$ cat config.mk
export PLATFORM = sky130hd
export DESIGN_NAME = tilemap_scanner_flat
export DESIGN_NICKNAME = d
export VERILOG_FILES = /design/src/rtl/tile_pkg.sv /design/src/rtl/tilemap_scanner_if.sv /design/src/rtl/tilemap_scanner.sv /design/src/flat_wrapper.sv
export SDC_FILE = /design/constraint.sdc
export NUM_CORES = 1
export LEC_CHECK = 0
export CAP_MARGIN = 10
export CORE_MARGIN = 8
export CORE_UTILIZATION = 30
export DETAILED_ROUTE_END_ITERATION = 12
export GPL_ROUTABILITY_DRIVEN = 0
export PLACE_DENSITY = 0.58
export SLEW_MARGIN = 20
export SYNTH_ARGS = -nofsm -noshare
export SYNTH_HDL_FRONTEND = slang
export SYNTH_SLANG_ARGS = --single-unit
$ cat constraint.sdc
create_clock -name clk -period 3.5 [get_ports clk]
set_input_delay 0.7 -clock clk [delete_from_list [all_inputs] [get_ports clk]]
set_output_delay 0.7 -clock clk [all_outputs]
set_load 0.05 [all_outputs]
$ cat src/rtl/tile_pkg.sv
// ---------------------------------------------------------------------------
// tile_pkg
// Shared constants and types for the tile-map renderer (scanner + drawer).
//   - map geometry (columns, rows, tile edge) and derived screen size
//   - address / index widths for map RAM and tile ROM
//   - scanner FSM state encoding
// No ports (package).
// ---------------------------------------------------------------------------
package tile_pkg;

   localparam int TILE_PX    = 8;    // tile edge in pixels (power of two)
   localparam int TILE_BYTES = 192;  // 8x8 pixels x 3 bytes RGB
   localparam int MAP_COLS   = 20;
   localparam int MAP_ROWS   = 15;
   localparam int IDX_W      = 4;
   localparam int MAP_AW     = 9;
   localparam int ROM_AW     = 12;

   localparam int SCREEN_W   = MAP_COLS * TILE_PX;  // 160
   localparam int SCREEN_H   = MAP_ROWS * TILE_PX;  // 120

   localparam int POS_W      = 8;                   // screen coordinate width
   localparam int PX_SHIFT   = $clog2(TILE_PX);     // cell -> pixel shift
   localparam int COL_W      = $clog2(MAP_COLS);
   localparam int ROW_W      = $clog2(MAP_ROWS);

   // TILE_BYTES = 128 + 64, so idx*TILE_BYTES is a two-term shift-add.
   localparam int BASE_SH_HI = 7;
   localparam int BASE_SH_LO = 6;

   typedef enum logic [2:0] {
      S_IDLE,
      S_MAP_READ,
      S_MAP_WAIT,
      S_ISSUE,
      S_WAIT_START,
      S_WAIT_DONE,
      S_ADVANCE,
      S_DONE
   } scan_state_t;

endpackage

$ cat src/rtl/tilemap_scanner_if.sv
// ---------------------------------------------------------------------------
// tilemap_scanner_if
// Bundles the scanner's frame control, map RAM read port and tile drawer
// request port.
//   frame control : start, busy, frame_done
//   map RAM       : map_rd_en, map_addr, map_data (one-cycle read latency)
//   tile drawer   : draw, tile_base, x_pos, y_pos, drawer_active
//   status        : tiles_drawn
// Modports: master = scanner side, slave = environment (sequencer/RAM/drawer).
// ---------------------------------------------------------------------------
interface tilemap_scanner_if;
   import tile_pkg::*;

   logic                start;
   logic                busy;
   logic                frame_done;
   logic                map_rd_en;
   logic [MAP_AW-1:0]   map_addr;
   logic [IDX_W-1:0]    map_data;
   logic                draw;
   logic [ROM_AW-1:0]   tile_base;
   logic [POS_W-1:0]    x_pos;
   logic [POS_W-1:0]    y_pos;
   logic                drawer_active;
   logic [MAP_AW-1:0]   tiles_drawn;

   modport master (
      input  start, map_data, drawer_active,
      output busy, frame_done, map_rd_en, map_addr, draw,
             tile_base, x_pos, y_pos, tiles_drawn
   );

   modport slave (
      output start, map_data, drawer_active,
      input  busy, frame_done, map_rd_en, map_addr, draw,
             tile_base, x_pos, y_pos, tiles_drawn
   );

endinterface

$ cat src/rtl/tilemap_scanner.sv
// ---------------------------------------------------------------------------
// tilemap_scanner
// Walks the MAP_COLS x MAP_ROWS tile map in row-major order on each frame
// start, reads one tile index per cell, and issues one draw request per
// non-empty cell to the tile drawer, waiting for each tile to complete.
// Ports:
//   clk    : system clock, rising edge
//   reset  : asynchronous active-high reset
//   bus    : tilemap_scanner_if.master (frame control, map RAM, drawer)
// Parameter:
//   SKIP_ZERO : when 1, tile index 0 is an empty cell and is not drawn
// ---------------------------------------------------------------------------
module tilemap_scanner
   import tile_pkg::*;
#(
   parameter bit SKIP_ZERO = 1'b1
) (
   input  logic               clk,
   input  logic               reset,
   tilemap_scanner_if.master  bus
);

   scan_state_t          state;
   scan_state_t          state_nxt;

   logic [COL_W-1:0]     col;
   logic [ROW_W-1:0]     row;
   logic [MAP_AW-1:0]    map_addr_r;
   logic [MAP_AW-1:0]    tiles_drawn_r;
   logic [IDX_W-1:0]     idx;
   logic                 idx_held;
   logic [ROM_AW-1:0]    tile_base_r;
   logic [POS_W-1:0]     x_pos_r;
   logic [POS_W-1:0]     y_pos_r;

   logic [IDX_W-1:0]     cur_idx;
   logic                 skip_cell;
   logic                 last_col;
   logic                 last_row;
   logic                 load_issue;

   // RAM data is only guaranteed the cycle after the read; while stalled in
   // MAP_WAIT we use the copy captured on the first wait cycle.
   assign cur_idx   = idx_held ? idx : bus.map_data;
   assign skip_cell = SKIP_ZERO && (cur_idx == '0);
   assign last_col  = (col == COL_W'(MAP_COLS - 1));
   assign last_row  = (row == ROW_W'(MAP_ROWS - 1));

   // ------------------------------------------------------------------
   // Next-state logic
   // ------------------------------------------------------------------
   always_comb begin
      state_nxt  = state;
      load_issue = 1'b0;
      case (state)
         S_IDLE: begin
            if (bus.start) state_nxt = S_MAP_READ;
         end
         S_MAP_READ: begin
            state_nxt = S_MAP_WAIT;
         end
         S_MAP_WAIT: begin
            if (skip_cell) begin
               state_nxt = S_ADVANCE;
            end else if (!bus.drawer_active) begin
               state_nxt  = S_ISSUE;
               load_issue = 1'b1;
            end
         end
         S_ISSUE: begin
            state_nxt = S_WAIT_START;
         end
         S_WAIT_START: begin
            if (bus.drawer_active) state_nxt = S_WAIT_DONE;
         end
         S_WAIT_DONE: begin
            if (!bus.drawer_active) state_nxt = S_ADVANCE;
         end
         S_ADVANCE: begin
            if (last_col && last_row) state_nxt = S_DONE;
            else                      state_nxt = S_MAP_READ;
         end
         S_DONE: begin
            state_nxt = S_IDLE;
         end
         default: begin
            state_nxt = S_IDLE;
         end
      endcase
   end

   // ------------------------------------------------------------------
   // State register
   // ------------------------------------------------------------------
   always_ff @(posedge clk or posedge reset) begin
      if (reset) state <= S_IDLE;
      else       state <= state_nxt;
   end

   // ------------------------------------------------------------------
   // Walk position, tile index and draw parameters
   // ------------------------------------------------------------------
   always_ff @(posedge clk or posedge reset) begin
      if (reset) begin
         col           <= '0;
         row           <= '0;
         map_addr_r    <= '0;
         tiles_drawn_r <= '0;
         idx           <= '0;
         idx_held      <= 1'b0;
         tile_base_r   <= '0;
         x_pos_r       <= '0;
         y_pos_r       <= '0;
      end else begin
         case (state)
            S_IDLE: begin
               if (bus.start) begin
                  col           <= '0;
                  row           <= '0;
                  map_addr_r    <= '0;
                  tiles_drawn_r <= '0;
               end
            end
            S_MAP_READ: begin
               idx_held <= 1'b0;
            end
            S_MAP_WAIT: begin
               if (!idx_held) begin
                  idx      <= bus.map_data;
                  idx_held <= 1'b1;
               end
               // Draw parameters are loaded on the way into ISSUE so they
               // are already valid alongside the draw pulse.
               if (load_issue) begin
                  tile_base_r <= (ROM_AW'(cur_idx) << BASE_SH_HI)
                               + (ROM_AW'(cur_idx) << BASE_SH_LO);
                  x_pos_r     <= POS_W'(col) << PX_SHIFT;
                  y_pos_r     <= POS_W'(row) << PX_SHIFT;
               end
            end
            S_ISSUE: begin
               tiles_drawn_r <= tiles_drawn_r + MAP_AW'(1);
            end
            S_ADVANCE: begin
               // Row-major walk: the linear address simply counts up.
               map_addr_r <= map_addr_r + MAP_AW'(1);
               if (last_col) begin
                  col <= '0;
                  if (!last_row) row <= row + ROW_W'(1);
               end else begin
                  col <= col + COL_W'(1);
               end
            end
            default: begin
            end
         endcase
      end
   end

   // ------------------------------------------------------------------
   // Outputs
   // ------------------------------------------------------------------
   assign bus.busy        = (state != S_IDLE) && (state != S_DONE);
   assign bus.frame_done  = (state == S_DONE);
   assign bus.map_rd_en   = (state == S_MAP_READ);
   assign bus.draw        = (state == S_ISSUE);
   assign bus.map_addr    = map_addr_r;
   assign bus.tile_base   = tile_base_r;
   assign bus.x_pos       = x_pos_r;
   assign bus.y_pos       = y_pos_r;
   assign bus.tiles_drawn = tiles_drawn_r;

endmodule

$ cat src/flat_wrapper.sv
// flat-port wrapper written by rule: the top's interface ports become plain ports
module tilemap_scanner_flat import tile_pkg::*;
#(
   parameter bit SKIP_ZERO = 1'b1
)
  (clk, reset, bus_start, bus_map_data, bus_drawer_active, bus_busy, bus_frame_done, bus_map_rd_en, bus_map_addr, bus_draw, bus_tile_base, bus_x_pos, bus_y_pos, bus_tiles_drawn);
  tilemap_scanner_if bus_i ();
  input  logic clk;
  input  logic reset;
  input wire logic [$bits(bus_i.start)-1:0] bus_start;
  input wire logic [$bits(bus_i.map_data)-1:0] bus_map_data;
  input wire logic [$bits(bus_i.drawer_active)-1:0] bus_drawer_active;
  output wire logic [$bits(bus_i.busy)-1:0] bus_busy;
  output wire logic [$bits(bus_i.frame_done)-1:0] bus_frame_done;
  output wire logic [$bits(bus_i.map_rd_en)-1:0] bus_map_rd_en;
  output wire logic [$bits(bus_i.map_addr)-1:0] bus_map_addr;
  output wire logic [$bits(bus_i.draw)-1:0] bus_draw;
  output wire logic [$bits(bus_i.tile_base)-1:0] bus_tile_base;
  output wire logic [$bits(bus_i.x_pos)-1:0] bus_x_pos;
  output wire logic [$bits(bus_i.y_pos)-1:0] bus_y_pos;
  output wire logic [$bits(bus_i.tiles_drawn)-1:0] bus_tiles_drawn;
  assign bus_i.start = bus_start;
  assign bus_i.map_data = bus_map_data;
  assign bus_i.drawer_active = bus_drawer_active;
  assign bus_busy = bus_i.busy;
  assign bus_frame_done = bus_i.frame_done;
  assign bus_map_rd_en = bus_i.map_rd_en;
  assign bus_map_addr = bus_i.map_addr;
  assign bus_draw = bus_i.draw;
  assign bus_tile_base = bus_i.tile_base;
  assign bus_x_pos = bus_i.x_pos;
  assign bus_y_pos = bus_i.y_pos;
  assign bus_tiles_drawn = bus_i.tiles_drawn;
  tilemap_scanner #(.SKIP_ZERO(SKIP_ZERO)) u_core (.clk(clk), .reset(reset), .bus(bus_i));
endmodule
# == Word-level counts from Yosys, hierarchy flattened ==
# Cells that the tools add are included.
# op_classes
reduce_logical,13
eq_ne,16
add_sub_neg,5
muxes,22
# op_table
op,n
$pmux 9 s2,2
$pmux 3 s8,1
$add 9x1->9 const B,2
$mux 3,6
$mux 4,4
$add 11x10->12,1
$eq 3x3->1 const B,4
$mux 5,2
$pmux 5 s2,1
$mux 9,1
$ne 2x2->1 const B,4
$pmux 4 s2,1
$reduce_and 4->1,2
$eq 3x2->1 const B,2
$reduce_and 2->1,3
$reduce_bool 2->1,3
$add 5x1->5 const B,1
$eq 5x5->1 const B,1
$add 4x1->4 const B,1
$eq 4x4->1 const B,1
$logic_not 4->1,1
$eq 3x1->1 const B,1
$logic_not 3->1,1
$mux 1,3
6 further kinds,7
# word_totals
ff_bits,56
inputBits,8
output_inout_bits,50
word_cells,66

# == Longest topological paths before layout ==
# Gate-level depths: netlist of the first run.
# depth
word_depth,5
mapped_depth,9
depth_no_buf,8

# == Least setup slack after synthesis of the first run ==
# OpenSTA, ideal clock, no wires.
# synth_path
path_kind,register to output
from,register u_core.state[2]
to,output bus_busy
n_path_buf,1
required_time_ns,2.800
arrival_time_ns,1.765
path_stages_with_launch,4
path_slack_ns,1.035
path_cell_list,dfrtp_1 -> clkbuf_1 -> and3_1 -> nor2_1
# synth_via
elab_chain_cells,2
word_cells_on_any_way,3
classes_between,eq/ne (1); reduce/logical (2)
# synth_lines
item,line_no,source
"start, declared",tilemap_scanner.sv:23,scan_state_t state;
"start signal, assigned",tilemap_scanner.sv:97,else state <= state_nxt;
$ne 3x3->1 or $reduce_bool 3->1 (tied branches),tilemap_scanner.sv:163,assign bus.busy = (state != S_IDLE) && (state != S_DONE);
$logic_and 1x1->1 *,tilemap_scanner.sv:163,
"end, declared",flat_wrapper.sv:13,output wire logic [$bits(bus_i.busy)-1:0] bus_busy;
# Mark *: on every way between the ends. The rest lies on a longest branch, timed or not.

# == Worst setup path in the final report of the first run ==
# layout_path
from,register u_core.state[2]
to,output bus_draw
# layout_via
elab_chain_cells,1
# layout_lines
item,line_no,source
$eq 3x2->1,tilemap_scanner.sv:166,assign bus.draw = (state == S_ISSUE);
"end, declared",flat_wrapper.sv:17,output wire logic [$bits(bus_i.draw)-1:0] bus_draw;
# No other way between the ends.

==> impl_results.md, run 1 <==
* Status: complete, no violations
* HPWL after DPL at 4310 µm
* Post-CTS Hold Buffers at 0
* Clk buf depth at 2
* Worst-margin pin slew at 0.711 ns
* Hold Path Origin: u_core.bus.tiles_drawn[8]$_DFFE_PP0P_
* Reg-to-Reg End: u_core.bus.y_pos[4]$_DFFE_PP0P_
* All-Layer GR Usage at 10.1%
* Leading area contributor after synthesis: dfrtp_1
* Final min period at approximately 3.0 ns
* Root buffer cell: clkbuf_8
* Boundary pin count at a little under 60
* Synth warn at 0
* Average size of a mapped cell at 9.98 µm²
* Chip height at 110 µm
* Top_reg_cell synth: dfrtp_1
* Clock transition at the registers of the reported paths at 0.09 ns
* CP top delay family: buffers and inverters
* CP required at 2.80 ns
* Die width at 110 µm
* Crit path DAT at 2.32 ns
* Final setup vio count at 0
* Clock sink count at 50
* CP Capture Type: primary output
* Cell area after synthesis at 2650 µm²
* Max Fclk at 0.331 GHz
* Routed Antenna Nets at 0
* IO Port Bufs at 44
* GR Overflow Total at 0
* Worst Skew at between 0.006 and 0.007 ns
* Cell count after synthesis at 265
* Initial DRC Count at ~120
* Worst Path Max Fanout at 16
* TritonCTS clock tree: done
* WL/cell at approximately 14 µm
* Fraction of registers with async set/reset at 100%
* FILL cells at 878
* Fin nets at 327
* Total CTS buffers at 5
* Share of cells above drive strength 1 at between 5 and 6%
* Site row count at 34
* RSZ-0062 raised after global routing: false
* Multi-input gate area at 1250 µm²
* Cell Count Post-Placement at 407
* Worst-path cell chain: nand3b_2 > inv_2 > clkdlybuf4s50_1
* DRC viols at 0
* Setup TNS at 0 ns
* Crit path kind: reg -> out
* Diodes inserted at 0
* Vias in the first global route at 1,941
* CP max-delay cell: clkdlybuf4s50_1
* Startpoint types: flip-flop
* DIE AREA at 12,100 µm²
* Initial Util at 30.6%
* Buf+Inv Stages, Crit Path at 2
* Register-to-register setup slack at around 1 ns
* Final hold violation count at 0
* EDFF count, synth at 0
* Max_cap viols at 0
* Peak supply drop at 0.366 mV
* Vias at 1,998
* Clk_lat worst skew at approximately 0.30 ns
* Global-route wire length before repair at 9810 µm
* Hold_ws at 0.490 ns
* WL final at 6000 µm
* Static Leakage at approximately 1.5 nW
* Relative slew margins at 52.4%
* Hold Crit Class: reg -> reg
* FF+latch area at between 1000 and 1500 µm²
* Core area at 8640 µm²
* H-tree depth at 2
* Crit. path cell count at 3
* Final core occ at 37.5%
* Post-synth top cells: dfrtp_1 (50), nand2_1 (27), o21ai_0 (18)
* Post-synth cell types at 49
* Max-slew violations at 0
* Hold path depth at 1
* Initial antenna violation count at 0
* Yosys reg bits at 50
* Post-CTS Setup Repair Bufs at 0
* Pwr Density at between 800 and 900 nW/µm²
* Largest net degree at the start of global routing at 31
* Synth area leaders: dfrtp_1 (47%), ha_1 (5.7%), buf_4 (4.0%)
* Post-synth top area share at 47.3%
* Worst hold endpoint: u_core.bus.tiles_drawn[8]$_DFFE_PP0P_
* Final Cycle Share at a little under nine tenths
* Vias per cell at 4.81
* R2r startpoint: u_core.state[1]$_DFFE_PP0P_
* Slowest stage delay, CP at 0.83 ns
* Most common cell in the netlist: dfrtp_1
* Finished Layout Cells at 415
* Reg2Reg Depth at 3
* CTS resizes at 0
* Seq/Total Area, Yosys at 47.3%
* Drt pass-1 iters at 4
* Area grow syn2layout at 22.4%
cell families (layout without fill, tap and decap cells):
group | after synthesis | after routing | synth area share [%]
mux | 15 | 15 | 6.05
compound gates | 65 | 65 | 14.6
buf+inv | 35 | 65 | 7.19
other cells | 1 | 13 | 0.142
simple gates | 80 | 80 | 16.3
flops | 50 | 50 | 47.3
xor+xnor | 6 | 6 | 1.99
fa+ha+maj | 13 | 13 | 6.43
worst register-to-register path, delay by kind of cell, from the launching register on:
kind	cells	cell delay [ns]
flip-flops	1	0.66
AND/OR/NAND/NOR	2	1.23
multiplexers	1	0.49
where the power goes:
part           internal, mW  total [mW]  switching, mW
sequential            0.730       0.925          0.195
clock                 0.214       0.404          0.189
combinational         0.456        1.29          0.836
total                  1.40        2.62           1.22
placed cells by master (no fill, tap or decap), types with 3 or more instances in the layout:
| cell | n |
|---|---|
| clkdlybuf4s50_1 | 44 |
| and3_1 | 6 |
| nand2_1 | 27 |
| nand2b_1 | 3 |
| nand3_1 | 8 |
| nor2_1 | 17 |
| mux2i_1 | 7 |
| clkbuf_8 | 5 |
| xor2_1 | 4 |
| inv_1 | 9 |
| o21ai_0 | 18 |
| o21ai_1 | 16 |
| a21oi_1 | 9 |
| mux2_1 | 6 |
| dfrtp_1 | 50 |
| conb_1 | 13 |
| nand4_1 | 5 |
| ha_1 | 12 |
| a31oi_1 | 4 |
stage by stage:
stage	cell area [µm²]	setup slack [ns]	total power [mW]
after global placement	3130	0.706	2.22
after floorplan	2690	1.03	1.85
after detailed placement	3130	0.658	2.24
after CTS	3240	0.462	2.66
final	3240	0.481	2.62
after global routing	3240	0.343	2.80
per-layer routing:
metal,track usage (%),part of all wire (%),vias up
met5,0,0,-
met2,15.8,45,43
met3,3.34,7.3,2
met4,2.03,0.40,0
met1,13.2,47,962
li1,-,-,991
registers in the layout, summed over array words and instances, names as in the netlist:
name and count:
u_core.bus.map_addr 9, u_core.bus.tiles_drawn 9, u_core.bus.tile_base 6, u_core.bus.x_pos 5, u_core.col 5, u_core.bus.y_pos 4, u_core.idx 4, u_core.row 4
u_core.state 3, u_core.idx_held 1
area by class of cell:
| type | count | share of cell area (%) |
|---|---|---|
| well taps | 108 | 4.17 |
| repair buffers | 46 | 14.1 |
| flip-flops and latches | 50 | 38.6 |
| clock buffers | 7 | 2.36 |
| clock inverters | 1 | 0.927 |
| multi-input cells | 192 | 38.6 |
| inverters | 11 | 1.28 |
worst max-delay path by stage:
stage	from	to	slack, ns
after floorplan	u_core.state[2]$_DFFE_PP0P_	bus_busy	1.03
after global placement	bus_map_data[1]	u_core.bus.x_pos[5]$_DFFE_PP0P_	0.71
after detailed placement	bus_map_data[2]	u_core.bus.x_pos[3]$_DFFE_PP0P_	0.66
after CTS	u_core.state[2]$_DFFE_PP0P_	bus_draw	0.46
after global routing	u_core.state[2]$_DFFE_PP0P_	bus_draw	0.34
final	u_core.state[2]$_DFFE_PP0P_	bus_draw	0.48
No activity file was read; power rests on OpenSTA's default activity.
==> run 2: changes to the inputs <==
CORE_MARGIN = default   (was 8)
CORE_UTILIZATION = 54   (was 30)
PLACE_DENSITY = 0.9   (was 0.58)
==> run 2 against run 1 <==
Clock skew grew 0.00084 ns. Critical path type unchanged. Critical path depth is the same. Non-clock buffer count shrank 2. Sequential share of layout area grew 0.75 points. Maximum frequency shrank 0.64%. Setup slack lost 0.019 ns. Die area shrank 57%. Clock power grew 1%. Sequential power is essentially flat. Cell area shrank 1.9%. Hold slack gained 0.0011 ns.
==> impl_results.md, run 2 (synthesis gave the netlist of run 1 again) <==
* Most frequent cells in the layout: dfrtp_1 (50), clkdlybuf4s50_1 (44), nand2_1 (27), o21ai_0 (18), nor2_1 (17)
* Relative slew margins at 44.1%
* Buf+Inv Stages, Crit Path at 2
* H-tree depth at 2
* Slowest stage delay, CP at 0.83 ns
* Drt pass-1 iters at 4
* Vias per cell at 5.63
* Clock transition at the registers of the reported paths at 0.10 ns
* Crit path kind: reg -> out
* Die width at 72.0 µm
* Max Fclk at around 0.33 GHz
* Combinational power share at 49.1%
* Share of power burned in the clock network at between 15 and 20%
* Pwr Density at 823 nW/µm²
* Final Cycle Share at just under 90%
* WL final at 5350 µm
* Area grow syn2layout at 20.1%
* Sw frac at between 40 and 50%
* CP top delay family: buffers and inverters
* Global-route wire length before repair at ~8900 µm
* Vias in the first global route at 1,916
* Core area at ~4700 µm²
* Worst-path cell chain: nand3b_2 > inv_2 > clkdlybuf4s50_1
* Internal at between 1 and 1.5 mW
* Chip height at 72.0 µm
* Static Leakage at 1.44 nW
* Final min period at 3.04 ns
* Crit path DAT at approximately 2.3 ns
* Total Power at 2.61 mW
* Status: complete, no violations
* Sw Pwr at 1.22 mW
* TritonCTS clock tree: done
* Initial DRC Count at 139
* Peak supply drop at 0.476 mV
* Largest net degree at the start of global routing at 51
* Sequential Power Share at 35.3%
* Clock sink count at 50
* CTS resizes at 0
* DRC viols at 0
* Root buffer cell: clkbuf_8
* FF+latch area at 1250 µm²
* All-Layer GR Usage at 21.9%
* RSZ-0062 raised after global routing: false
* Final hold violation count at 0
* Total CTS buffers at 5
* Hold Crit Class: reg -> reg
* CP max-delay cell: clkdlybuf4s50_1
* Multi-input gate area at 1250 µm²
* Initial Util at 56.0%
* Diodes inserted at 0
* DIE AREA at 5180 µm²
* Max-slew violations at 0
* Worst Path Max Fanout at 16
* GR Overflow Total at 0
* Vias at 2,094
* Share of cells above drive strength 1 at 5.57%
* Setup TNS at 0 ns
* Initial antenna violation count at 0
* Finished Layout Cells at 372
* Clk buf depth at 2
* Startpoint types: flip-flop
* Post-CTS Setup Repair Bufs at 0
* CP Capture Type: primary output
* CP required at between 2 and 3 ns
* Worst-margin pin slew at about 0.84 ns
* FILL cells at 347
* IO Port Bufs at 44
* Final setup vio count at 0
* Commonest non-fill, non-tap cell in the layout: dfrtp_1
* Boundary pin count at slightly below 60
* Fin nets at 325
* HPWL after DPL at 3750 µm
* Worst Skew at 0.00768 ns
* Routed Antenna Nets at 0
* Max_cap viols at 0
* Site row count at 25
* WL/cell at 14.4 µm
* Cell Count Post-Placement at 364
* Post-CTS Hold Buffers at 0
* Clk_lat worst skew at 0.31 ns
==> run 2: area by class of cell <==
class / count / share of cell area [%]
Clock buffer: 6 / 2.28
Tap cell: 67 / 2.64
Sequential cell: 50 / 39.4
Clock inverter: 2 / 1.18
Multi-Input combinational cell: 192 / 39.3
Inverter: 11 / 1.34
Timing Repair Buffer: 44 / 13.9
==> run 2: worst register-to-register path, stage by stage (launching register included) <==
cell	delay [ns]
dfrtp_1	0.66
nor3b_2	0.62
nand2_1	0.59
mux2_1	0.50
==> run 2: path summary, 6_finish.rpt <==
check | cells after the start | from | slack, ns | to
setup / recovery | 3 | u_core.state[2]$_DFFE_PP0P_ | 0.46 | bus_draw
hold / removal | 2 | u_core.bus.tile_base[10]$_DFFE_PP0P_ | 0.49 | u_core.bus.tile_base[10]$_DFFE_PP0P_
setup reg to reg | 3 | u_core.state[1]$_DFFE_PP0P_ | 1.01 | u_core.bus.x_pos[4]$_DFFE_PP0P_
hold reg to reg | 2 | u_core.bus.tile_base[10]$_DFFE_PP0P_ | 0.49 | u_core.bus.tile_base[10]$_DFFE_PP0P_
max in group asynchronous | 2 | reset | 2.15 | u_core.bus.y_pos[5]$_DFFE_PP0P_
min in group asynchronous | 2 | reset | 0.85 | u_core.bus.tiles_drawn[6]$_DFFE_PP0P_
==> run 2: routing by layer <==
| metal | GRT usage, % | vias to the layer above | part of all wire, % |
|---|---|---|---|
| met4 | 7.41 | 0 | 1.4 |
| met5 | 0 | - | 0 |
| met2 | 36.2 | 52 | 51 |
| met3 | 3.89 | 8 | 3.6 |
| li1 | - | 994 | - |
| met1 | 29.3 | 1040 | 44 |
==> run 2: power by group through the flow <==
stage,sequential (mW),combinational [mW],clock (mW)
final,0.922,1.28,0.409
after detailed placement,0.931,1.28,0
after global routing,0.950,1.38,0.434
after floorplan,1.19,0.661,0
after global placement,0.926,1.24,0
after CTS,0.921,1.29,0.409
==> run 2: stage by stage <==
stage	hold WS, ns	utilization, %	instance area (µm²)	setup slack, ns
CTS	0.494	67.2	3180	0.490
detailed placement	0.476	64.9	3070	0.609
global route	0.515	67.3	3180	0.385
global placement	0.471	64.9	3070	0.706
floorplan	0.487	-	2690	1.03
finish	0.491	67.3	3180	0.462
==> run 3: changes to the inputs <==
CORE_MARGIN = 5   (was default)
CORE_UTILIZATION = 51   (was 54)
CTS_CLUSTER_DIAMETER = 40   (was default)
PLACE_DENSITY = 0.86   (was 0.9)
clock period = 2.9 ns   (was 3.5 ns; I/O delays follow)
==> run 3 against run 2 <==
Combinational power is 28% higher. Via count is 0.57% lower. Utilization is 3.4 points lower. Global-route usage is 3.9 points lower. Sequential share of layout area is 0.81 points lower. Highest routed layer unchanged. Hold slack worse by 0.0038 ns. Critical path depth stayed put. Clock-buffer cell count is 1 higher.
==> impl_results.md, run 3 (synthesis gave the netlist of run 1 again) <==
* Status: complete, no violations
* Pwr Density at a little under 1000 nW/µm²
* WL final at between 5000 and 6000 µm
* Clk buf depth at 2
* Static Leakage at 1.50 nW
* Worst Skew at 0.00904 ns
* Initial Util at 52.1%
* Crit path DAT at 2.09 ns
* Die width at 82.0 µm
* TritonCTS clock tree: done
* Max-slew violations at 0
* DIE AREA at between 6000 and 7000 µm²
* Register-to-register setup slack at 0.74 ns
* Clock sink count at 50
* Cell Count Post-Placement at 374
* All-Layer GR Usage at 17.9%
* Clk_lat worst skew at a little over 0.3 ns
* Largest net degree at the start of global routing at 28
* Post-CTS Setup Repair Bufs at 0
* Boundary pin count at 58
* CP Capture Type: primary output
* Hold_ws at 0.488 ns
* Startpoint types: flip-flop
* Worst-path cell chain: and3_1 > nor2_1 > clkdlybuf4s50_1
* Final min period at between 2 and 3 ns
* Reg2Reg Depth at 7
* IO Port Bufs at 44
* RSZ-0062 raised after global routing: false
* CP top delay family: buffers and inverters
* Commonest non-fill, non-tap cell in the layout: dfrtp_1
* Routed Antenna Nets at 0
* Share of cells above drive strength 1 at 7.37%
* Buf+Inv Stages, Crit Path at 1
* Core area at 5070 µm²
* Initial antenna violation count at 0
* Finished Layout Cells at roughly 380
* DRC viols at 0
* Max Fclk at between 0.3 and 0.4 GHz
* Final Cycle Share at 92.2%
* Slowest stage delay, CP at 0.81 ns
* CP required at between 2 and 2.5 ns
* Global-route wire length before repair at 9290 µm
* WL/cell at 15.1 µm
* CP max-delay cell: clkdlybuf4s50_1
* Hold path depth at 1
* Peak supply drop at 0.636 mV
* Vias per cell at between 5 and 6
* Root buffer cell: clkbuf_8
* Diodes inserted at 0
* Hold Crit Class: reg -> reg
* Area grow syn2layout at 22.6%
* Most frequent cells in the layout: dfrtp_1 (50), clkdlybuf4s50_1 (43), nand2_1 (27), o21ai_0 (18), nor2_1 (17)
* CTS resizes at 0
* Final setup vio count at 0
* Worst Path Max Fanout at 15
* Vias in the first global route at 1,948
* Max_cap viols at 0
* Relative slew margins at 49.8%
* Post-CTS Hold Buffers at 0
* Setup TNS at 0 ns
* Crit. path cell count at 3
* Chip height at 82.0 µm
* Final WS setup at 0.227 ns
* H-tree depth at 2
* Final hold violation count at 0
* Pre-CTS setup slack at just over 0.3 ns
* Clock transition at the registers of the reported paths at 0.09 ns
* Worst-margin pin slew at 0.749 ns
* Crit path kind: reg -> out
* GR Overflow Total at 0
* HPWL after DPL at between 4000 and 5000 µm
* Site row count at 26
* Drt pass-1 iters at 5
* Fin nets at about 330
* Initial DRC Count at 118
* Vias at 2,082
* Total CTS buffers at 5
==> run 3: cell count changes in the layout (fill, tap and decap cells not counted), sizes merged <==
| cell | delta |
|---|---|
| clkdlybuf4s50 | -1 |
| buf | +7 |
| inv | +1 |
| clkinvlp | -1 |
| dlymetal6s2s | +1 |
| clkbuf | +1 |
| clkinv | -1 |
==> run 3: where the power goes <==
group	switching [mW]	total, mW	leakage (nW)	internal [mW]
combinational	1.06	1.64	0.788	0.585
sequential	0.205	1.09	0.660	0.881
clock	0.231	0.490	0.0524	0.258
==> run 3: area by class of cell <==
class                   instances  area [µm²]
fillers                       443        1830
flip-flops and latches         50        1250
clock inverters                 1        30.0
clock buffers                   7        76.3
inverters                      11        41.3
multi-input cells             192        1250
repair buffers                 51         508
well taps                      70        87.6
==> run 3: final timing paths <==
check                                                         to                                   from
min                        u_core.bus.tiles_drawn[8]$_DFFE_PP0P_  u_core.bus.tiles_drawn[8]$_DFFE_PP0P_
max                                                     bus_busy            u_core.state[1]$_DFFE_PP0P_
max reg2reg                 u_core.bus.tile_base[10]$_DFFE_PP0P_            u_core.idx_held$_DFFE_PP0N_
max in group asynchronous        u_core.bus.x_pos[3]$_DFFE_PP0P_                                  reset
min reg2reg                u_core.bus.tiles_drawn[8]$_DFFE_PP0P_  u_core.bus.tiles_drawn[8]$_DFFE_PP0P_
min in group asynchronous  u_core.bus.tiles_drawn[5]$_DFFE_PP0P_                                  reset
==> run 3: per-stage QoR <==
| stage | total power [mW] | utilization, % | cell area, µm² |
|---|---|---|---|
| 3_3_place_gp | 2.68 | 61.8 | 3130 |
| 6_report | 3.22 | 63.9 | 3240 |
| 2_1_floorplan | 2.23 | - | 2690 |
| 5_1_grt | 3.42 | 63.9 | 3240 |
| 4_1_cts | 3.23 | 63.9 | 3240 |
| 3_5_place_dp | 2.72 | 61.8 | 3130 |
==> run 3: worst reg2reg max path: stages, from the launching register on <==
cell	delay [ns]
dfrtp_1	0.48
mux2i_1	0.49
inv_1	0.17
ha_1	0.32
a21o_1	0.16
a21oi_1	0.19
xnor2_1	0.14
o21ai_0	0.09
==> run 3: metal layers <==
layer / up-vias / wire length, µm / track usage [%]
li1: 1002 / - / -
met1: 1008 / 2580 / 24.0
met2: 60 / 2800 / 29.2
met3: 12 / 302 / 4.39
met4: 0 / 83 / 4.49
met5: - / 0 / 0
